--- config.mk ---
export PLATFORM = sky130hd
export DESIGN_NAME = jh_pe_loader
export DESIGN_NICKNAME = d
export VERILOG_FILES = /design/src/rtl/jh_pe_loader.sv
export SDC_FILE = /design/constraint.sdc
export NUM_CORES = 1
export LEC_CHECK = 0
export BUFFER_PORTS_ARGS = -buffer_cell sky130_fd_sc_hd__buf_2
export CORE_ASPECT_RATIO = 1.2
export CORE_MARGIN = 5
export CORE_UTILIZATION = 44
export CTS_BUF_LIST = sky130_fd_sc_hd__clkbuf_4
export DETAILED_ROUTE_END_ITERATION = 16
export PLACE_DENSITY = 0.83
export SLEW_MARGIN = 20
export SYNTH_ARGS = -nofsm -noshare
export SYNTH_HDL_FRONTEND = slang
export SYNTH_SLANG_ARGS = --single-unit
--- constraint.sdc ---
create_clock -name clk -period 1.6 [get_ports clk]
set_clock_uncertainty 0.15 [all_clocks]
set_input_delay 0.08 -clock clk [delete_from_list [all_inputs] [get_ports clk]]
set_output_delay 0.08 -clock clk [all_outputs]
set_load 0.01 [all_outputs]
--- src/rtl/jh_pe_loader.sv ---
// Host-side loader for the PE array's load port: converts a valid/ready stream of
// node values into registered per-PE memory writes, and stalls while the array computes.
module jh_pe_loader #(
  parameter int unsigned N_ADDR = 110,
  parameter int unsigned PE_W   = 6
) (
  input  logic            clk,
  input  logic            rst,
  input  logic            start,
  input  logic [PE_W-1:0] first_pe,
  input  logic [6:0]      num_pe,
  input  logic            computing_on,
  input  logic [26:0]     s_data,
  input  logic            s_valid,
  output logic            s_ready,
  output logic [PE_W-1:0] target_pe,
  output logic [6:0]      addr,
  output logic [26:0]     data,
  output logic            we,
  output logic            busy,
  output logic            done,
  output logic            start_err
);

  localparam logic [6:0] ADDR_LAST = 7'(N_ADDR - 1);

  typedef enum logic [1:0] {
    S_IDLE,
    S_LOAD,
    S_DONE
  } state_t;

  state_t          state, state_nx;
  logic [PE_W-1:0] pe_cnt;
  logic [6:0]      addr_cnt;
  logic [6:0]      left;
  logic            accept;
  logic            start_ok;

  always_ff @(posedge clk or negedge rst) begin
    if (!rst) state <= S_IDLE;
    else      state <= state_nx;
  end

  always_comb begin
    state_nx = state;
    s_ready  = 1'b0;
    accept   = 1'b0;
    start_ok = 1'b0;
    case (state)
      S_IDLE: begin
        start_ok = start && !computing_on;
        if (start_ok) state_nx = S_LOAD;
      end
      S_LOAD: begin
        // Ready drops combinationally so no word is taken in the cycle computing starts.
        s_ready = !computing_on;
        accept  = s_valid && !computing_on;
        if (accept && (left == 7'd1) && (addr_cnt == ADDR_LAST)) state_nx = S_DONE;
      end
      S_DONE:  state_nx = S_IDLE;
      default: state_nx = S_IDLE;
    endcase
  end

  always_ff @(posedge clk or negedge rst) begin
    if (!rst) begin
      pe_cnt    <= '0;
      addr_cnt  <= '0;
      left      <= '0;
      target_pe <= '0;
      addr      <= '0;
      data      <= '0;
      we        <= 1'b0;
      busy      <= 1'b0;
      done      <= 1'b0;
      start_err <= 1'b0;
    end else begin
      we        <= accept;
      busy      <= (state_nx != S_IDLE);
      done      <= (state == S_DONE);
      start_err <= (state == S_IDLE) && start && computing_on;
      if (start_ok) begin
        pe_cnt   <= first_pe;
        addr_cnt <= '0;
        left     <= (num_pe == 7'd0) ? 7'd1 : num_pe;
      end else if (accept) begin
        target_pe <= pe_cnt;
        addr      <= addr_cnt;
        data      <= s_data;
        if (addr_cnt == ADDR_LAST) begin
          addr_cnt <= '0;
          pe_cnt   <= pe_cnt + 1'b1;
          left     <= left - 1'b1;
        end else begin
          addr_cnt <= addr_cnt + 1'b1;
        end
      end
    end
  end

endmodule
==> results.py, run 1 <==
metrics = {
    "clocking": {
        "htreeDepth": 3,
        "cts_buffers": 9,
        "cts.reportedPaths.clkPinSlew_ns": 0.11,
        "cts_tree": "built",
        "ctsRootBufferMaster": "clkbuf_4",
        "clock_sinks": 66,
        "cts_max_path_buffers": 2,
        "clk_latency_ns": 0.40,
    },
    "yosys": {
        "yosys.area_share.adder": 0.0209,
        "synthesis.nets": 370,
        "avgSynthCellArea_um2": 9.33,
        "async_flop_share": 1.00,
        "synth_compound_area_frac": 0.0570,
        "yosys_warnings": 0,
        "syn_area_um2": 2990,
        "synth.area.top_cells": "dfrtp_1 55%, nand2_1 16%, ha_1 2.1%, buf_2 2.0%, nor2_1 1.8%",
        "ys_seq_elements": 66,
        "yosysTopAreaCell": "dfrtp_1",
        "synth_simple_gate_area_share": 0.298,
        "yosys.area.top_type_share": 0.553,
        "synth.mux.area_fraction": 0.00670,
        "synth_edf_count": 0,
        "syn-instance-count": 320,
        "synth_xor_area_frac": 0.0235,
        "synth_top_family_by_area": "simple AND/OR/NAND/NOR gates",
        "ys.flop_type": "dfrtp_1",
        "synth.distinct_cells": 45,
        "ys_seq_area_frac": 0.553,
    },
    "layout": {
        "fin_area_um2": 4620,
        "layout_common_cells": "130 x nand2_1, 89 x buf_2, 65 x dfrtp_1",
        "fin_nets": 541,
        "regArea_um2": 1650,
        "final_cells": 583,
        "num-fill-cells": 459,
        "final_layout_size_suffix_gt1_frac": 0.381,
        "area_delta_synth_final_pct": 54.7,
        "multi_input_area_um2": 1440,
        "diodes": 0,
        "utilization": 0.686,
        "final_common_cell": "nand2_1",
    },
    "critical_path": {
        "worstPathArrival_ns": 1.84,
        "crit_path_start_kind": "flip-flop",
        "worst-setup-path-type": "flip-flop to flip-flop",
        "slowest_stage": "dfrtp_1",
        "path_cells": "nand4bb_4, buf_12, nor3_4, buf_4, xnor2_2, o21ai_1",
        "slowest_delay_ns": 0.41,
        "crit_required_ns": 1.75,
        "cp_top_family": "simple AND/OR/NAND/NOR gates",
        "cp.buffers_inverters": 2,
        "path_max_fanout": 4,
        "end_kind": "flip-flop",
    },
    "sta": {
        "min_period_over_period": 1.06,
        "worst_slew_pin_slew_ns": 0.344,
        "finalSetupViolCount": 19,
        "hold_violations": 0,
        "period_needed_ns": 1.69,
        "fmax_mhz": 591,
        "rsz0062_at_grt": "true",
        "slew_headroom": 0.771,
        "maxSlewViolCount": 0,
        "setup_ws_ns": -0.0926,
    },
    "die": {
        "start_util": 0.444,
        "rows": 33,
        "die_y_um": 100,
        "dieWidth_um": 85.2,
        "core_region_area_um2": 6730,
        "die-area_um2": 8540,
        "ios": 90,
    },
    "detailed_routing": {
        "drc": 0,
        "drtIter0Drc": 200,
        "finalWirelength_um": 8810,
        "drt-vias-per-instance": 5.03,
        "vias": 2932,
        "drt_pass1_iterations": 5,
        "final_antenna_net_count": 0,
        "wl_per_cell_um": 15.1,
    },
    "pwr": {
        "ir_worst_vdd_mv": 0.505,
        "power.leakage_nw": 2.38,
        "power_density_nw_per_um2": 864,
    },
    "status": {
        "status": "complete, but fails checks",
        "violations": "setup timing",
    },
    "run": {
        "maxCapViolations": 0,
    },
    "grt": {
        "grt_max_degree": 67,
        "antenna_found_initial": 0,
        "gr-usage-all-layers": 0.203,
        "grt_pass1_wl_um": 13700,
        "grt-ovfl-total": 0,
        "grt_pass1_vias": 2973,
    },
    "place": {
        "io_buffers": 89,
        "dpl.cell_count": 510,
        "gp_congestion": 0.815,
        "place_area_um2": 3740,
        "hpwl_um": 5330,
    },
    "worst_hold_path": {
        "hp-class": "input pin to async pin",
    },
}
==> worst reg2reg max path, cell delays in order (launching register included) <==
cell and delay (ns):
dfrtp_1 0.41, nand4bb_4 0.22, buf_12 0.16, nor3_4 0.31
buf_4 0.18, xnor2_2 0.10, o21ai_1 0.07
==> where the power goes <==
part	leakage (nW)	switching (mW)	internal, mW	total (mW)
Clock	0.0596	0.599	0.323	0.923
Sequential	0.831	0.163	1.87	2.03
Combinational	1.48	0.530	0.505	1.04
==> cells in the mapped netlist, types with 2 or more instances <==
| cell | count |
|---|---|
| xnor2_1 | 4 |
| nor2_1 | 14 |
| mux2i_1 | 2 |
| a22oi_1 | 2 |
| buf_2 | 12 |
| nor3b_1 | 2 |
| clkbuf_1 | 2 |
| inv_1 | 4 |
| nor3_1 | 4 |
| nand3_1 | 6 |
| a31oi_1 | 2 |
| nand2_1 | 131 |
| dfrtp_1 | 66 |
| nand2b_1 | 3 |
| nand4_1 | 4 |
| o21ai_1 | 6 |
| nor4_1 | 2 |
| xor2_1 | 4 |
| ha_1 | 5 |
| o31ai_1 | 3 |
| and4_1 | 2 |
| or3_1 | 2 |
| a21oi_1 | 10 |
| buf_6 | 3 |
| o21ai_0 | 3 |
| nor2b_1 | 3 |
==> layout make-up <==
cell class / instances / area share
Multi-Input combinational cell: 232 / 0.312
Tap cell: 87 / 0.0236
Timing Repair Buffer: 177 / 0.278
Inverter: 5 / 0.00515
Clock buffer: 10 / 0.0163
Clock inverter: 6 / 0.00731
Sequential cell: 66 / 0.358
==> sequential cells by signal, summed over array words and instances (netlist names) <==
name       count
start_err      1
done           1
state          2
we             1
data          27
target_pe      6
addr           7
addr_cnt       7
left           7
pe_cnt         6
busy           1
==> worst paths after layout <==
check,startpoint,endpoint,slack (ns),cells past startpoint
min in group clk,start,start_err$_DFF_PN0_,0.09,4
max in group asynchronous,rst,left[6]$_DFFE_PN0P_,0.95,3
hold reg to reg,data[24]$_DFFE_PN0P_,data[24]$_DFFE_PN0P_,0.33,2
hold / removal,rst,data[18]$_DFFE_PN0P_,0.06,3
setup reg to reg,state[1]$_DFF_PN0_,pe_cnt[0]$_DFFE_PN0P_,-0.09,6
setup / recovery,state[1]$_DFF_PN0_,pe_cnt[0]$_DFFE_PN0P_,-0.09,6
==> through the flow <==
step                setup TNS (ns)  hold slack [ns]  worst slack, ns  total power [mW]
CTS                         -0.371           0.0402          -0.0509              3.92
finish                      -0.891           0.0641          -0.0926              3.99
global route                 -2.25           0.0564           -0.153              4.24
floorplan                        0           -0.366          0.00661              2.45
detailed placement           -1.69          -0.0289           -0.211              2.89
global placement            -0.473          -0.0310          -0.0851              2.84
==> timing repair <==
item	in CTS	in global routing
hold endpoints to repair	108	0
setup endpoints to repair	35	22
setup buffers	9	5
pin swaps	7	10
gates resized for setup	14	32
hold buffers	43	0
==> cells by family after synthesis <==
group / Yosys count
fa+ha+maj: 5
compound gates: 29
mux: 2
simple gates: 188
xor+xnor: 8
flops: 66
buf+inv: 22
==> per-layer routing <==
| metal | up-vias | GRT usage | wire (um) |
|---|---|---|---|
| li1 | 1404 | - | - |
| met1 | 1397 | 0.225 | 3370 |
| met4 | 0 | 0.106 | 267 |
| met2 | 107 | 0.355 | 4680 |
| met3 | 24 | 0.0558 | 496 |
| met5 | - | 0 | 0 |
Power figures use the tool's default switching activity.
==> run 2: changes to the inputs <==
--- a/config.mk
+++ b/config.mk
@@ -5,13 +5,14 @@
 export SDC_FILE = /design/constraint.sdc
 export NUM_CORES = 1
 export LEC_CHECK = 0
+export ABC_CLOCK_PERIOD_IN_PS = 2000
 export BUFFER_PORTS_ARGS = -buffer_cell sky130_fd_sc_hd__buf_2
 export CORE_ASPECT_RATIO = 1.2
 export CORE_MARGIN = 5
 export CORE_UTILIZATION = 44
 export CTS_BUF_LIST = sky130_fd_sc_hd__clkbuf_4
 export DETAILED_ROUTE_END_ITERATION = 16
-export PLACE_DENSITY = 0.83
+export PLACE_DENSITY = 0.8
 export SLEW_MARGIN = 20
 export SYNTH_ARGS = -nofsm -noshare
 export SYNTH_HDL_FRONTEND = slang
==> constraint.sdc (replaced) <==
create_clock -name clk -period 2 [get_ports clk]
set_clock_uncertainty 0.15 [all_clocks]
set_input_delay 0.1 -clock clk [delete_from_list [all_inputs] [get_ports clk]]
set_output_delay 0.1 -clock clk [all_outputs]
set_load 0.01 [all_outputs]
==> run 2 against run 1 <==
Net effect:
- the run now ends clean
- die area unchanged
- final cell count is 5.7% lower
- via count decreased by 7.4%
- combinational power fell by 41%
- design area is 10% lower
- global-route usage shrank 2.9 points
- count of clock-buffer cells in the layout is the same
- sequential power fell by 19%
- core utilization is 6.9 points lower
- highest routed layer unchanged
- fmax shrank 9.3%
- setup slack better by 0.23 ns
==> results.py, run 2 (synthesis results as in run 1) <==
metrics = {
    "clocking": {
        "cts.reportedPaths.clkPinSlew_ns": 0.11,
        "clock_sinks": 66,
        "cts_tree": "built",
        "clk_latency_ns": 0.40,
        "ctsRootBufferMaster": "clkbuf_4",
        "cts_buffers": 9,
        "cts_max_path_buffers": 2,
        "htreeDepth": 3,
    },
    "sta": {
        "period_needed_ns": 1.87,
        "setup_ws_ns": 0.134,
        "maxSlewViolCount": 0,
        "min_period_over_period": 0.933,
        "hold_violations": 0,
        "finalSetupViolCount": 0,
        "rsz0062_at_grt": "false",
        "worst_slew_pin_slew_ns": 0.485,
        "slew_headroom": 0.677,
        "hold_ws_ns": 0.0277,
        "fmax_mhz": 536,
        "setup_tns_ns": 0,
    },
    "critical_path": {
        "crit_required_ns": 2.14,
        "crit_path_start_kind": "flip-flop",
        "r2r-end": "pe_cnt[5]$_DFFE_PN0P_",
        "path_max_fanout": 5,
        "crit_start": "addr_cnt[1]$_DFFE_PN0P_",
        "end_kind": "flip-flop",
        "r2r_cells": 6,
        "reg2reg_from": "addr_cnt[1]$_DFFE_PN0P_",
        "worstPathArrival_ns": 2.01,
        "worst-setup-path-type": "flip-flop to flip-flop",
        "rrSetupSlack_ns": 0.13,
    },
    "detailed_routing": {
        "finalWirelength_um": 7200,
        "wl_met1_um": 3030,
        "met3WireLength_um": 454,
        "top_layer": "met4",
        "drt_pass1_iterations": 4,
        "vias": 2714,
        "wl_per_cell_um": 13.1,
        "drc": 0,
        "wl_met2_um": 3560,
        "final_antenna_net_count": 0,
        "drt-vias-per-instance": 4.93,
        "drtIter0Drc": 99,
    },
    "place": {
        "dp_slack_ns": 0.129,
        "dpl.cell_count": 486,
        "gp_congestion": 0.833,
        "io_buffers": 89,
        "hpwl_um": 4780,
    },
    "grt": {
        "gr-usage-all-layers": 0.174,
        "antenna_found_initial": 0,
        "grt_max_degree": 53,
        "grt_pass1_wl_um": 11900,
        "grt_pass1_vias": 2653,
        "grt-ovfl-total": 0,
    },
    "die": {
        "start_util": 0.444,
        "ios": 90,
        "rows": 33,
        "core_region_area_um2": 6730,
        "dieWidth_um": 85.2,
        "die-area_um2": 8540,
        "die_y_um": 100,
    },
    "pwr": {
        "power_density_nw_per_um2": 716,
        "ir_worst_vdd_mv": 0.308,
        "total_power_mw": 2.97,
        "power.leakage_nw": 2.17,
    },
    "layout": {
        "largest_reg_flops": 27,
        "top_register": "data",
        "layout_common_cells": "131 x nand2_1, 89 x buf_2, 66 x dfrtp_1",
        "multi_input_area_um2": 1240,
        "final_cells": 550,
        "final_common_cell": "nand2_1",
        "final_layout_size_suffix_gt1_frac": 0.268,
        "diodes": 0,
        "fin_nets": 508,
        "area_delta_synth_final_pct": 39.1,
        "regArea_um2": 1650,
        "num-fill-cells": 596,
    },
    "status": {
        "status": "completed",
    },
    "worst_hold_path": {
        "hp-class": "input pin to async pin",
    },
    "run": {
        "maxCapViolations": 0,
    },
}
[run 2: power by group]
part | internal, mW | switching, mW | total (mW)
clock | 0.258 | 0.462 | 0.720
combinational | 0.296 | 0.320 | 0.616
sequential | 1.50 | 0.142 | 1.64
total | 2.05 | 0.923 | 2.97
[run 2: cell type report]
cell class | count | area share
Clock buffer | 10 | 0.0181
Multi-Input combinational cell | 232 | 0.298
Clock inverter | 6 | 0.00813
Inverter | 5 | 0.00482
Sequential cell | 66 | 0.397
Tap cell | 87 | 0.0262
Timing Repair Buffer | 144 | 0.247
[run 2: how the worst max path moves through the flow]
| stage | to | slack (ns) | cells after the start |
|---|---|---|---|
| 6_report | pe_cnt[5]$_DFFE_PN0P_ | 0.13 | 6 |
| 4_1_cts | pe_cnt[1]$_DFFE_PN0P_ | 0.12 | 6 |
| 2_1_floorplan | left[5]$_DFFE_PN0P_ | 0.26 | 7 |
| 3_5_place_dp | pe_cnt[1]$_DFFE_PN0P_ | 0.13 | 6 |
| 3_3_place_gp | addr_cnt[4]$_DFFE_PN0P_ | 0.21 | 6 |
| 5_1_grt | left[5]$_DFFE_PN0P_ | 0.02 | 6 |
[run 2: metal layers]
layer	GRT usage	vias to the layer above
met2	0.303	92
li1	-	1336
met3	0.0493	15
met5	0	-
met4	0.0743	0
met1	0.200	1271
[run 2: worst max-delay path, cell delays in order, from the launching register on]
cell      delay [ns]
dfrtp_1         0.44
inv_1           0.10
ha_1            0.26
nand3b_4        0.14
nor4_4          0.35
mux2i_1         0.23
nand3_1         0.08
[run 2: repair_timing]
item	in CTS	in global routing
endpoints found under the hold margin	109	0
hold buffers	45	0
gates resized for setup	0	2
buffers inserted	0	2
endpoints found under the setup margin	0	3
[run 2: metrics by stage]
stage          area [um^2]  utilization
2_1_floorplan         2990            -
3_3_place_gp          3540        0.526
3_5_place_dp          3540        0.526
4_1_cts               4100        0.610
5_1_grt               4160        0.617
6_report              4160        0.617
==> run 3: changes to the inputs <==
--- a/config.mk
+++ b/config.mk
@@ -7,7 +7,6 @@
 export LEC_CHECK = 0
 export ABC_CLOCK_PERIOD_IN_PS = 2000
 export BUFFER_PORTS_ARGS = -buffer_cell sky130_fd_sc_hd__buf_2
-export CORE_ASPECT_RATIO = 1.2
 export CORE_MARGIN = 5
 export CORE_UTILIZATION = 44
 export CTS_BUF_LIST = sky130_fd_sc_hd__clkbuf_4
==> run 3 against run 2 <==
Net effect:
- register-to-register slack got worse by 0.02 ns
- sequential share of layout area up 0.33 points
- worst hold slack better by 0.046 ns
- sequential power barely moved
- critical path depth up 1
- count of clock-buffer cells in the layout rose by 3
- final cell count down 1.5%
- global-route usage up 1.2 points
- power up 5.5%
- clock power increased by 24%
- die area barely moved
- largest power group unchanged
- highest routed layer unchanged
==> results.py, run 3 (synthesis results as in run 1) <==
metrics = {
    "layout": {
        "top_register": "data",
        "multi_input_area_um2": 1240,
        "diodes": 0,
        "final_common_cell": "nand2_1",
        "num-fill-cells": 564,
        "largest_reg_flops": 27,
        "layout_common_cells": "131 x nand2_1, 89 x buf_2, 66 x dfrtp_1",
        "utilization": 0.617,
        "final_layout_size_suffix_gt1_frac": 0.273,
        "fin_nets": 507,
        "area_delta_synth_final_pct": 38.0,
        "regArea_um2": 1650,
    },
    "die": {
        "ios": 90,
        "start_util": 0.447,
        "rows": 30,
        "core_region_area_um2": 6680,
        "die_y_um": 92.4,
        "dieWidth_um": 92.4,
        "die-area_um2": 8530,
    },
    "sta": {
        "rsz0062_at_grt": "false",
        "hold_ws_ns": 0.0734,
        "worst_slew_pin_slew_ns": 0.555,
        "maxSlewViolCount": 0,
        "finalSetupViolCount": 0,
        "min_period_over_period": 0.963,
        "setup_tns_ns": 0,
        "slew_headroom": 0.629,
        "period_needed_ns": 1.93,
        "hold_violations": 0,
        "fmax_mhz": 519,
    },
    "place": {
        "hpwl_um": 4790,
        "gp_congestion": 0.877,
        "io_buffers": 89,
    },
    "pwr": {
        "power.leakage_nw": 2.17,
        "ir_worst_vdd_mv": 0.430,
        "power_density_nw_per_um2": 762,
    },
    "detailed_routing": {
        "finalWirelength_um": 7540,
        "vias": 2689,
        "final_antenna_net_count": 0,
        "drtIter0Drc": 141,
        "drc": 0,
        "drt-vias-per-instance": 4.96,
        "drt_pass1_iterations": 4,
        "wl_per_cell_um": 13.9,
    },
    "critical_path": {
        "crit_required_ns": 2.13,
        "r2r_cells": 5,
        "end_kind": "flip-flop",
        "endpoint": "pe_cnt[4]$_DFFE_PN0P_",
        "r2r-end": "pe_cnt[4]$_DFFE_PN0P_",
        "reg2reg_from": "state[1]$_DFF_PN0_",
        "rrSetupSlack_ns": 0.11,
        "crit_start": "computing_on",
        "slowest_delay_ns": 0.53,
        "path_cells": "dlygate4sd3_1, buf_2, nand4bb_2, buf_4, nor4_2, xnor2_1, a21oi_1",
        "slowest_stage": "dlygate4sd3_1",
        "crit_path_start_kind": "input pin",
        "worst-setup-path-type": "input pin to flip-flop",
        "worstPathArrival_ns": 2.05,
        "path_max_fanout": 39,
    },
    "clocking": {
        "cts.reportedPaths.clkPinSlew_ns": 0.10,
        "cts_buffers": 9,
        "cts_setup_buffers": 0,
        "clock_sinks": 66,
        "cts_max_path_buffers": 2,
        "clk_latency_ns": 0.40,
        "htreeDepth": 3,
        "cts_tree": "built",
        "ctsRootBufferMaster": "clkbuf_4",
    },
    "grt": {
        "grt-ovfl-total": 0,
        "grt_max_degree": 67,
        "grt_pass1_vias": 2731,
        "gr-usage-all-layers": 0.186,
        "antenna_found_initial": 0,
        "grt_pass1_wl_um": 12700,
    },
    "run": {
        "maxCapViolations": 0,
    },
    "status": {
        "status": "completed",
    },
    "worst_hold_path": {
        "hp-class": "input pin to async pin",
    },
}
-- run 3: cell types whose count changed in the layout (fill, tap and decap cells not counted), moves of 2 or more --
cell / previous run / this run
clkbuf_4: 10 / 13
buf_12: 3 / 1
buf_4: 6 / 8
clkinvlp_4: 2 / 0
-- run 3: worst max-delay path, delay by kind of cell --
| family | cells | cell delay (ns) |
|---|---|---|
| buffers and inverters | 3 | 1.03 |
| XOR/XNOR | 1 | 0.15 |
| AND/OR/NAND/NOR | 2 | 0.67 |
| AO/OA/AOI/OAI | 1 | 0.08 |
-- run 3: power by group --
| group | switching, mW | internal [mW] | total [mW] |
|---|---|---|---|
| Combinational | 0.322 | 0.287 | 0.609 |
| Clock | 0.457 | 0.435 | 0.893 |
| Sequential | 0.140 | 1.50 | 1.64 |
| Total | 0.920 | 2.22 | 3.14 |
-- run 3: routing by layer --
metal,share of wire,global-route usage,routed length (um),vias to the layer above
li1,-,-,-,1328
met1,0.43,0.223,3260,1270
met2,0.49,0.323,3720,79
met3,0.058,0.0528,437,12
met4,0.015,0.0582,115,0
met5,0,0,0,-
-- run 3: area by class of cell --
class                           count  area share
Timing Repair Buffer              143       0.237
Clock inverter                      3     0.00971
Sequential cell                    66       0.401
Multi-Input combinational cell    232       0.300
Tap cell                           80      0.0243
Inverter                            5     0.00486
Clock buffer                       13      0.0237
-- run 3: worst min path at each step --
stage / startpoint / to / cells after the start
5_1_grt: rst / busy$_DFF_PN0_ / 3
3_5_place_dp: rst / busy$_DFF_PN0_ / 2
6_report: rst / busy$_DFF_PN0_ / 3
2_1_floorplan: rst / addr[0]$_DFFE_PN0P_ / 0
4_1_cts: rst / busy$_DFF_PN0_ / 3
3_3_place_gp: rst / busy$_DFF_PN0_ / 2
-- run 3: metrics by stage --
step | std cells | area (um^2) | setup slack (ns) | power (mW)
4_1_cts | 542 | 4110 | 0.0983 | 3.17
3_5_place_dp | 481 | 3520 | 0.115 | 2.21
3_3_place_gp | 481 | 3520 | 0.157 | 2.18
6_report | 542 | 4120 | 0.0747 | 3.14
5_1_grt | 542 | 4120 | 0.00651 | 3.34
2_1_floorplan | 320 | 2990 | 0.262 | 1.94
-- run 3: what timing repair did --
item | 4_1_cts | 5_1_grt
endpoints found under the setup margin | 0 | 6
resized for setup | 0 | 3
endpoints found under the hold margin | 109 | 0
hold buffers | 45 | 0
